### src/rtl/instr_encoder_if.sv
// Host-to-encoder instruction handshake and encoder-to-imem write port.
// The encoder is the slave of this bundle; the host/memory side is the master.
interface instr_encoder_if #(
    parameter int ADDR_W = 6
);
    logic              in_valid;
    logic              in_ready;
    logic [3:0]        in_op;
    logic [3:0]        in_rd;
    logic [3:0]        in_rs;
    logic [3:0]        in_rt;
    logic [27:0]       in_imm;
    logic              mem_we;
    logic [ADDR_W-1:0] mem_addr;
    logic [31:0]       mem_wdata;
    logic              mem_ack;

    modport master (
        output in_valid, in_op, in_rd, in_rs, in_rt, in_imm, mem_ack,
        input  in_ready, mem_we, mem_addr, mem_wdata
    );

    modport slave (
        input  in_valid, in_op, in_rd, in_rs, in_rt, in_imm, mem_ack,
        output in_ready, mem_we, mem_addr, mem_wdata
    );
endinterface

### src/rtl/instr_encoder.sv
// Packs symbolic instructions from a host into 32-bit words and writes them
// into instruction memory at consecutive addresses, one word per handshake.
module instr_encoder #(
    parameter int ADDR_W    = 6,
    parameter int BASE_ADDR = 0
) (
    input  logic            clk,
    input  logic            rst_n,
    input  logic            start,
    instr_encoder_if.slave  bus,
    output logic [ADDR_W:0] count,
    output logic            full,
    output logic            err
);
    localparam logic [ADDR_W-1:0] BASE  = (ADDR_W)'(BASE_ADDR);
    localparam logic [ADDR_W:0]   DEPTH = (ADDR_W+1)'((1 << ADDR_W) - BASE_ADDR);

    typedef enum logic {IDLE, WRITE} state_e;

    state_e            state_q, state_d;
    logic [ADDR_W-1:0] memAddr_q, memAddr_d;
    logic [31:0]       memWdata_q, memWdata_d;
    logic [ADDR_W:0]   count_q, count_d;
    logic              err_q, err_d;
    logic              restartPend_q, restartPend_d;

    logic [31:0]       encWord;
    logic              encLegal;
    logic              inReady;
    logic              transfer;

    always_comb begin
        encWord  = '0;
        encLegal = 1'b1;
        case (bus.in_op)
            4'h2: encWord = {bus.in_op, bus.in_rd, bus.in_rs, 4'h0, 16'h0000};
            4'h3: encWord = {bus.in_op, 4'h0, bus.in_rs, 20'h00000};
            4'h6, 4'h7: begin
                encWord  = {bus.in_op, bus.in_rd, bus.in_rs, 4'h0, 11'h000, bus.in_imm[4:0]};
                encLegal = (bus.in_imm[27:5] == '0);
            end
            // Low 20 bits equal the sign-extended 16-bit immediate once the range check holds
            4'h9, 4'hA, 4'hB, 4'hC, 4'hD: begin
                encWord  = {bus.in_op, bus.in_rd, bus.in_rs, bus.in_imm[19:0]};
                encLegal = (bus.in_imm[27:16] == {12{bus.in_imm[15]}});
            end
            4'hE, 4'hF: encWord = {bus.in_op, bus.in_imm};
            default:    encWord = {bus.in_op, bus.in_rd, bus.in_rs, bus.in_rt, 16'h0000};
        endcase
    end

    // A pending restart blocks new work until it has been applied
    assign inReady  = rst_n && (state_q == IDLE) && !full && !start && !restartPend_q;
    assign transfer = bus.in_valid && inReady;

    always_comb begin
        state_d       = state_q;
        memAddr_d     = memAddr_q;
        memWdata_d    = memWdata_q;
        count_d       = count_q;
        err_d         = err_q;
        restartPend_d = restartPend_q;
        case (state_q)
            IDLE: begin
                if (start || restartPend_q) begin
                    memAddr_d     = BASE;
                    count_d       = '0;
                    err_d         = 1'b0;
                    restartPend_d = 1'b0;
                end else if (transfer) begin
                    if (encLegal) begin
                        memWdata_d = encWord;
                        state_d    = WRITE;
                    end else begin
                        err_d = 1'b1;
                    end
                end
            end
            WRITE: begin
                if (start) begin
                    restartPend_d = 1'b1;
                end
                if (bus.mem_ack) begin
                    memAddr_d = memAddr_q + 1'b1;
                    count_d   = count_q + 1'b1;
                    state_d   = IDLE;
                end
            end
            default: state_d = IDLE;
        endcase
    end

    always_ff @(posedge clk or negedge rst_n) begin
        if (!rst_n) begin
            state_q       <= IDLE;
            memAddr_q     <= BASE;
            memWdata_q    <= '0;
            count_q       <= '0;
            err_q         <= 1'b0;
            restartPend_q <= 1'b0;
        end else begin
            state_q       <= state_d;
            memAddr_q     <= memAddr_d;
            memWdata_q    <= memWdata_d;
            count_q       <= count_d;
            err_q         <= err_d;
            restartPend_q <= restartPend_d;
        end
    end

    assign bus.in_ready  = inReady;
    assign bus.mem_we    = (state_q == WRITE);
    assign bus.mem_addr  = memAddr_q;
    assign bus.mem_wdata = memWdata_q;
    assign count         = count_q;
    assign full          = (count_q == DEPTH);
    assign err           = err_q;
endmodule
### src/flat_wrapper.sv
// flat-port wrapper written by rule: the top's interface ports become plain ports
module instr_encoder_flat 
#(
    parameter int ADDR_W    = 6,
    parameter int BASE_ADDR = 0
)
  (clk, rst_n, start, count, full, err, bus_in_valid, bus_in_op, bus_in_rd, bus_in_rs, bus_in_rt, bus_in_imm, bus_mem_ack, bus_in_ready, bus_mem_we, bus_mem_addr, bus_mem_wdata);
  instr_encoder_if #(.ADDR_W(ADDR_W)) bus_i ();
  input  logic clk;
  input  logic rst_n;
  input  logic start;
  output logic [ADDR_W:0] count;
  output logic full;
  output logic err;
  input wire logic [$bits(bus_i.in_valid)-1:0] bus_in_valid;
  input wire logic [$bits(bus_i.in_op)-1:0] bus_in_op;
  input wire logic [$bits(bus_i.in_rd)-1:0] bus_in_rd;
  input wire logic [$bits(bus_i.in_rs)-1:0] bus_in_rs;
  input wire logic [$bits(bus_i.in_rt)-1:0] bus_in_rt;
  input wire logic [$bits(bus_i.in_imm)-1:0] bus_in_imm;
  input wire logic [$bits(bus_i.mem_ack)-1:0] bus_mem_ack;
  output wire logic [$bits(bus_i.in_ready)-1:0] bus_in_ready;
  output wire logic [$bits(bus_i.mem_we)-1:0] bus_mem_we;
  output wire logic [$bits(bus_i.mem_addr)-1:0] bus_mem_addr;
  output wire logic [$bits(bus_i.mem_wdata)-1:0] bus_mem_wdata;
  assign bus_i.in_valid = bus_in_valid;
  assign bus_i.in_op = bus_in_op;
  assign bus_i.in_rd = bus_in_rd;
  assign bus_i.in_rs = bus_in_rs;
  assign bus_i.in_rt = bus_in_rt;
  assign bus_i.in_imm = bus_in_imm;
  assign bus_i.mem_ack = bus_mem_ack;
  assign bus_in_ready = bus_i.in_ready;
  assign bus_mem_we = bus_i.mem_we;
  assign bus_mem_addr = bus_i.mem_addr;
  assign bus_mem_wdata = bus_i.mem_wdata;
  instr_encoder #(.ADDR_W(ADDR_W), .BASE_ADDR(BASE_ADDR)) u_core (.clk(clk), .rst_n(rst_n), .start(start), .bus(bus_i), .count(count), .full(full), .err(err));
endmodule
### config.mk
export PLATFORM = sky130hd
export DESIGN_NAME = instr_encoder_flat
export DESIGN_NICKNAME = d
export VERILOG_FILES = /design/src/rtl/instr_encoder_if.sv /design/src/rtl/instr_encoder.sv /design/src/flat_wrapper.sv
export SDC_FILE = /design/constraint.sdc
export NUM_CORES = 1
export LEC_CHECK = 0
export ABC_CLOCK_PERIOD_IN_PS = 5000
export BUFFER_PORTS_ARGS = -buffer_cell sky130_fd_sc_hd__buf_2
export CORE_MARGIN = 2
export CORE_UTILIZATION = 29
export DETAILED_ROUTE_END_ITERATION = 7
export HOLD_SLACK_MARGIN = 0.03
export RECOVER_POWER = 50
export SYNTH_ARGS = -nofsm -noshare
export SYNTH_HDL_FRONTEND = slang
export SYNTH_SLANG_ARGS = --single-unit
export TNS_END_PERCENT = 20
### constraint.sdc
create_clock -name clk -period 5 [get_ports clk]
set_clock_uncertainty 0.15 [all_clocks]
set_input_delay 0.75 -clock clk [delete_from_list [all_inputs] [get_ports clk]]
set_output_delay 0.75 -clock clk [all_outputs]
set_load 0.02 [all_outputs]
==> out/qor.tcl, run 1 <==
set qor(dieHeight_microns) 96.1
set qor(cts_setup_buffers) 0
set qor(cts.clk_slew.worst_paths_ps) 90
set qor(timing_hold_violations_final) 0
set qor(detail_route.drc_violations) 0
set qor(detail_route.first_pass.iterations) 4
set qor(maximum_number_of_pins_on_one_net_before_global_route_repair) 49
set qor(synthesis.area_sq_mm) 0.00246
set qor(path_delay_family) {buffers and inverters}
set qor(non_filler_instance_count_after_layout) 441
set qor(critPathMaxFanout) 48
set qor(final_layout_size_suffix_gt1_share_pct) 33.6
set qor(post_cts_hold_buffer_count) 0
set qor(ys_ff_latch) 48
set qor(detailedPlace.worstSlack_ps) 1720
set qor(finalSetupTns_ps) 0
set qor(p_int_mw) 0.726
set qor(critical_path.n_buffers_inverters) 2
set qor(antennaDiodeCount) 0
set qor(synth_top_flop_cell) {sky130_fd_sc_hd__dfrtp_1}
set qor(max_freq_mhz) 334
set qor(grt_pass1_vias) 2080
set qor(synthToLayoutAreaGrowth_pct) 27.0
set qor(worstPathArrival_ps) 2700
set qor(failing_checks) {max-capacitance violations, max-slew violations}
set qor(grt-ovfl-total) 0
set qor(finalNetCount) 388
set qor(total_global_routing_track_utilization_pct) 14.2
set qor(result_of_the_run) {complete, but fails checks}
set qor(timing_max_transition_violations_final) 49
set qor(layout_min_cycle_time_ps) 2990
set qor(finalSetupViolCount) 0
set qor(finalWeightedCongestion) 0.835
set qor(synth_top_cell_area_share_pct) 48.9
set qor(routed_via_density) 4.63
set qor(synth.area.top_cells) {sky130_fd_sc_hd__dfrtp_1 49%, sky130_fd_sc_hd__mux2i_1 7.7%, sky130_fd_sc_hd__mux2_4 6.1%}
set qor(worst_hold_path_type) {flip-flop to flip-flop}
set qor(yosys.cell_types.count) 36
set qor(max-vdd-ir-drop_mv) 0.136
set qor(grt_antenna_before_repair) 0
set qor(vias) 2043
set qor(floorplan.core_area_sq_mm) 0.00822
set qor(floorplan.io_pins) 98
set qor(start_util_pct) 29.9
set qor(clkSinkCount) 48
set qor(totalPowerFinal_mw) 1.13
set qor(maximum_number_of_buffers_from_clock_root_to_sink) 2
set qor(syn_avg_cell_area_sq_um) 10.4
set qor(rows) 33
set qor(cp.required_ps) 4710
set qor(yosysMostFrequentCell) {sky130_fd_sc_hd__dfrtp_1}
set qor(final.period_utilization_pct) 59.8
set qor(cts-resized-gates) 0
set qor(critPathKind) {input port to async pin}
set qor(synth_common_cells) {48 x sky130_fd_sc_hd__dfrtp_1, 30 x sky130_fd_sc_hd__nand2_1, 24 x sky130_fd_sc_hd__inv_1, 19 x sky130_fd_sc_hd__mux2i_1, 16 x sky130_fd_sc_hd__nor2_1}
set qor(power.share.switching_pct) 36.0
set qor(yosys_warnings) 0
set qor(worst_path_max_delay_cell) {sky130_fd_sc_hd__clkbuf_1}
set qor(timing.slew.headroom_pct) -74.2
set qor(share_of_total_power_in_sequential_cells_pct) 45.6
set qor(cts_made_buffers) 5
set qor(clock_power_share_pct) 22.0
set qor(cts_tree) {built}
set qor(cts_max_level) 2
set qor(combinational_power_share_pct) 32.4
set qor(seq_area_frac_synth_pct) 48.9
set qor(drt-total-wl_mm) 6.39
set qor(rsz_0062_raised_after_global_routing) {false}
set qor(drt_iter0_drc) 81
set qor(yosysTopAreaCell) {sky130_fd_sc_hd__dfrtp_1}
set qor(worst_skew_pair_latency_ps) 300
set qor(worst_setup_path_end_kind) {async pin}
set qor(switching_power_mw) 0.408
set qor(timing.max_cap.violations) 1
set qor(grt_first_pass_wirelength_mm) 10.0
set qor(detailed_place_hpwl_mm) 4.85
set qor(sequence_of_cells_on_the_critical_path) {buf_2 -> clkbuf_1}
set qor(worst_setup_path_start_kind) {input port}
set qor(antenna_left) 0
set qor(synth_edf_count) 0
set qor(synthesis.nets) 290
set qor(syn-instance-count) 237
set qor(critical_path.max_stage_delay_ps) 1850
set qor(die-area_sq_mm) 0.00923
set qor(place.detailed.instances) 433
set qor(whs_ps) 347
set qor(avgRoutedWirePerCell_microns) 14.5
set qor(synth-async-reset-ratio_pct) 100
set qor(static-leakage-power_nw) 1.67
set qor(worst_slack_ps) 2010
set qor(chipWidth_microns) 96.1
set qor(pwr_density_cell_mw_per_mm2) 363
set qor(buffer_ports.inserted) 97
set qor(worst_pin_slew_ps) 2610
set qor(cts_root_buffer) {sky130_fd_sc_hd__clkbuf_8}
==> layer usage <==
metal / share of wire [%] / vias up / GRT usage [%]
met5: 0 / - / 0
li1: - / 1020 / -
met3: 8.5 / 5 / 4.54
met4: 0.72 / 0 / 3.57
met1: 44 / 953 / 18.0
met2: 47 / 65 / 23.6
==> kinds of logic (layout without fill, tap and decap cells) <==
kind of cell / after synthesis / in the layout / share of synthesized area, %
simple gates: 75 / 75 / 14.5
flops: 48 / 48 / 48.9
compound gates: 39 / 39 / 11.0
mux: 36 / 36 / 17.1
buf+inv: 32 / 131 / 5.45
fa+ha+maj: 4 / 4 / 2.04
xor+xnor: 3 / 3 / 1.07
==> sequential cells by signal, summed over array words and instances, names as in the netlist <==
| signal | count |
|---|---|
| u_core.count | 7 |
| u_core.restartPend_q | 1 |
| u_core.bus.mem_addr | 6 |
| u_core.bus.mem_wdata | 32 |
| u_core.err | 1 |
| u_core.bus.mem_we | 1 |
==> power groups by stage <==
stage / clock [mW] / sequential [mW] / combinational [mW]
global route: 0.277 / 0.527 / 0.403
floorplan: 0 / 0.628 / 0.127
CTS: 0.261 / 0.517 / 0.383
detailed placement: 0 / 0.524 / 0.382
global placement: 0 / 0.523 / 0.378
finish: 0.249 / 0.518 / 0.367
==> cell type report <==
type	count	area, sq um
inverter	24	90.1
sequential	48	1200
clock inverter	2	15.0
fill	834	5090
tap	105	131
clock buffer	6	82.6
timing repair buffer	99	479
multi-input combinational	157	1120
==> path summary, 6_finish.rpt <==
| kind | start | endpoint | slack [ps] | cells after the start |
|---|---|---|---|---|
| max | rst_n | u_core.bus.mem_wdata[20] | 2010 | 2 |
| min | u_core.bus.mem_addr[5] | u_core.bus.mem_addr[5] | 350 | 1 |
| max reg2reg | u_core.bus.mem_we | u_core.bus.mem_wdata[28] | 2520 | 6 |
| min reg2reg | u_core.bus.mem_addr[5] | u_core.bus.mem_addr[5] | 350 | 1 |
| max in group clk | bus_in_op[2] | u_core.bus.mem_wdata[28] | 2100 | 7 |
| min in group asynchronous | rst_n | u_core.bus.mem_addr[0] | 1220 | 2 |
==> stage by stage <==
step / utilization, % / cell area (sq um)
2_1_floorplan: - / 2460
3_3_place_gp: 37.1 / 3050
3_5_place_dp: 37.1 / 3050
4_1_cts: 38.3 / 3140
5_1_grt: 38.0 / 3120
6_report: 38.0 / 3120
==> layout by cell type, fill, tap and decap left out, types with 3 or more instances in the layout <==
master / n
sky130_fd_sc_hd__nor2_1: 16
sky130_fd_sc_hd__o31ai_1: 4
sky130_fd_sc_hd__mux2_2: 7
sky130_fd_sc_hd__o21ai_0: 9
sky130_fd_sc_hd__a21oi_1: 5
sky130_fd_sc_hd__nand4_1: 9
sky130_fd_sc_hd__o22ai_1: 4
sky130_fd_sc_hd__buf_2: 83
sky130_fd_sc_hd__nor4_1: 4
sky130_fd_sc_hd__a22oi_1: 3
sky130_fd_sc_hd__mux2i_1: 19
sky130_fd_sc_hd__nand2_1: 30
sky130_fd_sc_hd__dfrtp_1: 48
sky130_fd_sc_hd__o21a_1: 3
sky130_fd_sc_hd__clkbuf_8: 6
sky130_fd_sc_hd__mux2_4: 10
sky130_fd_sc_hd__ha_1: 4
sky130_fd_sc_hd__clkbuf_1: 15
sky130_fd_sc_hd__nand3_1: 6
sky130_fd_sc_hd__inv_1: 24
sky130_fd_sc_hd__xor2_1: 3
(Power assumes the default switching activity.)
==> inputs of run 2 (changes only) <==
--- a/config.mk
+++ b/config.mk
@@ -5,7 +5,8 @@
 export SDC_FILE = /design/constraint.sdc
 export NUM_CORES = 1
 export LEC_CHECK = 0
-export ABC_CLOCK_PERIOD_IN_PS = 5000
+export ABC_AREA = 1
+export ABC_CLOCK_PERIOD_IN_PS = 2500
 export BUFFER_PORTS_ARGS = -buffer_cell sky130_fd_sc_hd__buf_2
 export CORE_MARGIN = 2
 export CORE_UTILIZATION = 29
==> constraint.sdc (replaced) <==
create_clock -name clk -period 2.5 [get_ports clk]
set_clock_uncertainty 0.15 [all_clocks]
set_input_delay 0.375 -clock clk [delete_from_list [all_inputs] [get_ports clk]]
set_output_delay 0.375 -clock clk [all_outputs]
set_load 0.02 [all_outputs]
==> out/qor.tcl, run 2 <==
set qor(largest_register_ff_count) 32
set qor(finalNetCount) 513
set qor(final.period_utilization_pct) 81.9
set qor(mostFrequentLayoutCells) {114 x sky130_fd_sc_hd__nand2_1, 73 x sky130_fd_sc_hd__buf_2, 49 x sky130_fd_sc_hd__nor2_1}
set qor(synthesis.area_sq_mm) 0.00264
set qor(cts_root_buffer) {sky130_fd_sc_hd__clkbuf_8}
set qor(rr_endpoint) {u_core.bus.mem_wdata[17]}
set qor(worst_slack_ps) 451
set qor(maximum_number_of_buffers_from_clock_root_to_sink) 2
set qor(critical_path.max_stage_delay_ps) 430
set qor(syn_avg_cell_area_sq_um) 7.27
set qor(layout.cells.most_common) {sky130_fd_sc_hd__nand2_1}
set qor(worst_hold_path_type) {input port to flip-flop}
set qor(yosys_warnings) 0
set qor(synth_top_cell_area_share_pct) 45.5
set qor(detail_route.drc_violations) 0
set qor(finalSetupViolCount) 0
set qor(synth.area.top_cells) {sky130_fd_sc_hd__dfrtp_1 46%, sky130_fd_sc_hd__nand2_1 16%, sky130_fd_sc_hd__nand3_1 8.7%}
set qor(floorplan.core_area_sq_mm) 0.00876
set qor(dieHeight_microns) 99.4
set qor(cts.clk_slew.worst_paths_ps) 90
set qor(timing_max_transition_violations_final) 0
set qor(layout_min_cycle_time_ps) 2050
set qor(logic_depth_of_the_worst_path_buffers_included) 6
set qor(grt-ovfl-total) 0
set qor(drt-total-wl_mm) 7.18
set qor(syn-instance-count) 363
set qor(worstPathArrival_ps) 1520
set qor(final_layout_size_suffix_gt1_share_pct) 20.8
set qor(detailedPlace.worstSlack_ps) 482
set qor(design_area_sq_mm) 0.00330
set qor(timing_hold_violations_final) 0
set qor(pwr_density_cell_mw_per_mm2) 633
set qor(max-vdd-ir-drop_mv) 0.271
set qor(critical_path.n_buffers_inverters) 3
set qor(ys_ff_latch) 48
set qor(totalPowerFinal_mw) 2.09
set qor(post_cts_hold_buffer_count) 0
set qor(grt_pass1_vias) 2485
set qor(worst_setup_path_start_kind) {flip-flop}
set qor(detail_route.first_pass.iterations) 5
set qor(maximum_number_of_pins_on_one_net_before_global_route_repair) 49
set qor(total_global_routing_track_utilization_pct) 15.3
set qor(worst_setup_path_end_kind) {primary output}
set qor(chipWidth_microns) 99.4
set qor(number_of_cells_on_the_worst_reg_to_reg_path) 8
set qor(antenna_left) 0
set qor(clkSinkCount) 48
set qor(cts-resized-gates) 0
set qor(cts_tree) {built}
set qor(grt_antenna_before_repair) 0
set qor(synthToLayoutAreaGrowth_pct) 24.9
set qor(synth_top_flop_cell) {sky130_fd_sc_hd__dfrtp_1}
set qor(worst_skew_pair_latency_ps) 290
set qor(timing.max_cap.violations) 0
set qor(rsz_0062_raised_after_global_routing) {false}
set qor(yosysMostFrequentCell) {sky130_fd_sc_hd__nand2_1}
set qor(worst_pin_slew_ps) 1200
set qor(sequence_of_cells_on_the_critical_path) {inv_1 -> ha_1 -> nand4_1 -> nand4_1 -> inv_1 -> buf_2}
set qor(yosys.cell_types.count) 25
set qor(synthesis.nets) 416
set qor(result_of_the_run) {completed}
set qor(detailed_place_hpwl_mm) 5.60
set qor(critPathKind) {flip-flop to primary output}
set qor(crit_path_start) {u_core.count[0]}
set qor(path_delay_family) {flip-flops}
set qor(worstHoldPathCells) 2
set qor(routed_via_density) 4.52
set qor(worst_r2r_startpoint) {u_core.count[0]}
set qor(critPathMaxFanout) 6
set qor(cts_setup_buffers) 0
set qor(finalWeightedCongestion) 0.853
set qor(finalSetupTns_ps) 0
set qor(rrSetupSlack_ps) 590
set qor(cts_max_level) 2
set qor(die-area_sq_mm) 0.00988
set qor(whs_ps) 107
set qor(synth_common_cells) {114 x sky130_fd_sc_hd__nand2_1, 49 x sky130_fd_sc_hd__nor2_1, 48 x sky130_fd_sc_hd__dfrtp_1, 47 x sky130_fd_sc_hd__inv_1, 46 x sky130_fd_sc_hd__nand3_1}
set qor(timing.slew.headroom_pct) 20.0
set qor(cts_made_buffers) 5
set qor(vias) 2572
set qor(dpl_cell_area_sq_mm) 0.00322
set qor(rows) 34
set qor(grt_first_pass_wirelength_mm) 12.2
set qor(buffer_ports.inserted) 97
set qor(synth_edf_count) 0
set qor(seq_area_frac_synth_pct) 45.5
set qor(yosysTopAreaCell) {sky130_fd_sc_hd__dfrtp_1}
set qor(avgRoutedWirePerCell_microns) 12.6
set qor(start_util_pct) 30.1
set qor(endpoint_of_the_most_critical_setup_path) {bus_in_ready}
set qor(max_freq_mhz) 488
set qor(antennaDiodeCount) 0
set qor(drt_iter0_drc) 143
set qor(synth-async-reset-ratio_pct) 100
set qor(floorplan.io_pins) 98
set qor(cp.required_ps) 1980
set qor(worst_path_max_delay_cell) {sky130_fd_sc_hd__dfrtp_1}
set qor(static-leakage-power_nw) 1.89
[run 2: how the worst min path moves through the flow]
stage / to / startpoint / slack, ps
6_report: u_core.bus.mem_we / bus_mem_ack / 110
5_1_grt: u_core.bus.mem_we / bus_mem_ack / 120
2_1_floorplan: u_core.bus.mem_addr[0] / rst_n / -70
4_1_cts: u_core.count[2] / rst_n / 80
3_3_place_gp: u_core.bus.mem_wdata[8] / u_core.bus.mem_wdata[8] / 300
3_5_place_dp: u_core.bus.mem_wdata[19] / u_core.bus.mem_wdata[19] / 310
[run 2: worst reg2reg max path, delay by kind of cell, from the launching register on]
kind,cells,cell delay [ps]
adders and majority gates,1,210
buffers and inverters,1,60
and+or+nand+nor,6,950
DFF,1,430
[run 2: stage by stage]
| step | instances | utilization [%] |
|---|---|---|
| 2_1_floorplan | 363 | - |
| 3_3_place_gp | 561 | 36.8 |
| 3_5_place_dp | 561 | 36.8 |
| 4_1_cts | 569 | 38.0 |
| 5_1_grt | 569 | 37.6 |
| 6_report | 569 | 37.6 |
[run 2: cells by family after synthesis]
kind of cell / share of synthesized area [%]
simple gates: 35.6
buf+inv: 9.72
mux: 1.71
xor+xnor: 0.664
flops: 45.5
compound gates: 4.93
fa+ha+maj: 1.90
[run 2: cell type report]
cell class / instances / area, sq um
inverters: 47 / 176
repair buffers: 101 / 495
flip-flops and latches: 48 / 1200
multi-input cells: 257 / 1180
well taps: 108 / 135
clock buffers: 6 / 72.6
fillers: 972 / 5470
clock inverters: 2 / 35.0
[run 2: routing by layer]
layer / track usage [%] / wire length (microns) / vias up
met5: 0 / 0 / -
met3: 2.95 / 425 / 4
met1: 21.4 / 3440 / 1159
met2: 24.8 / 3280 / 82
met4: 2.74 / 35 / 0
li1: - / - / 1327
[run 2: power breakdown]
| group | internal [mW] | total (mW) | switching, mW |
|---|---|---|---|
| clock network | 0.297 | 0.552 | 0.255 |
| logic | 0.172 | 0.567 | 0.395 |
| registers | 0.897 | 0.968 | 0.0718 |
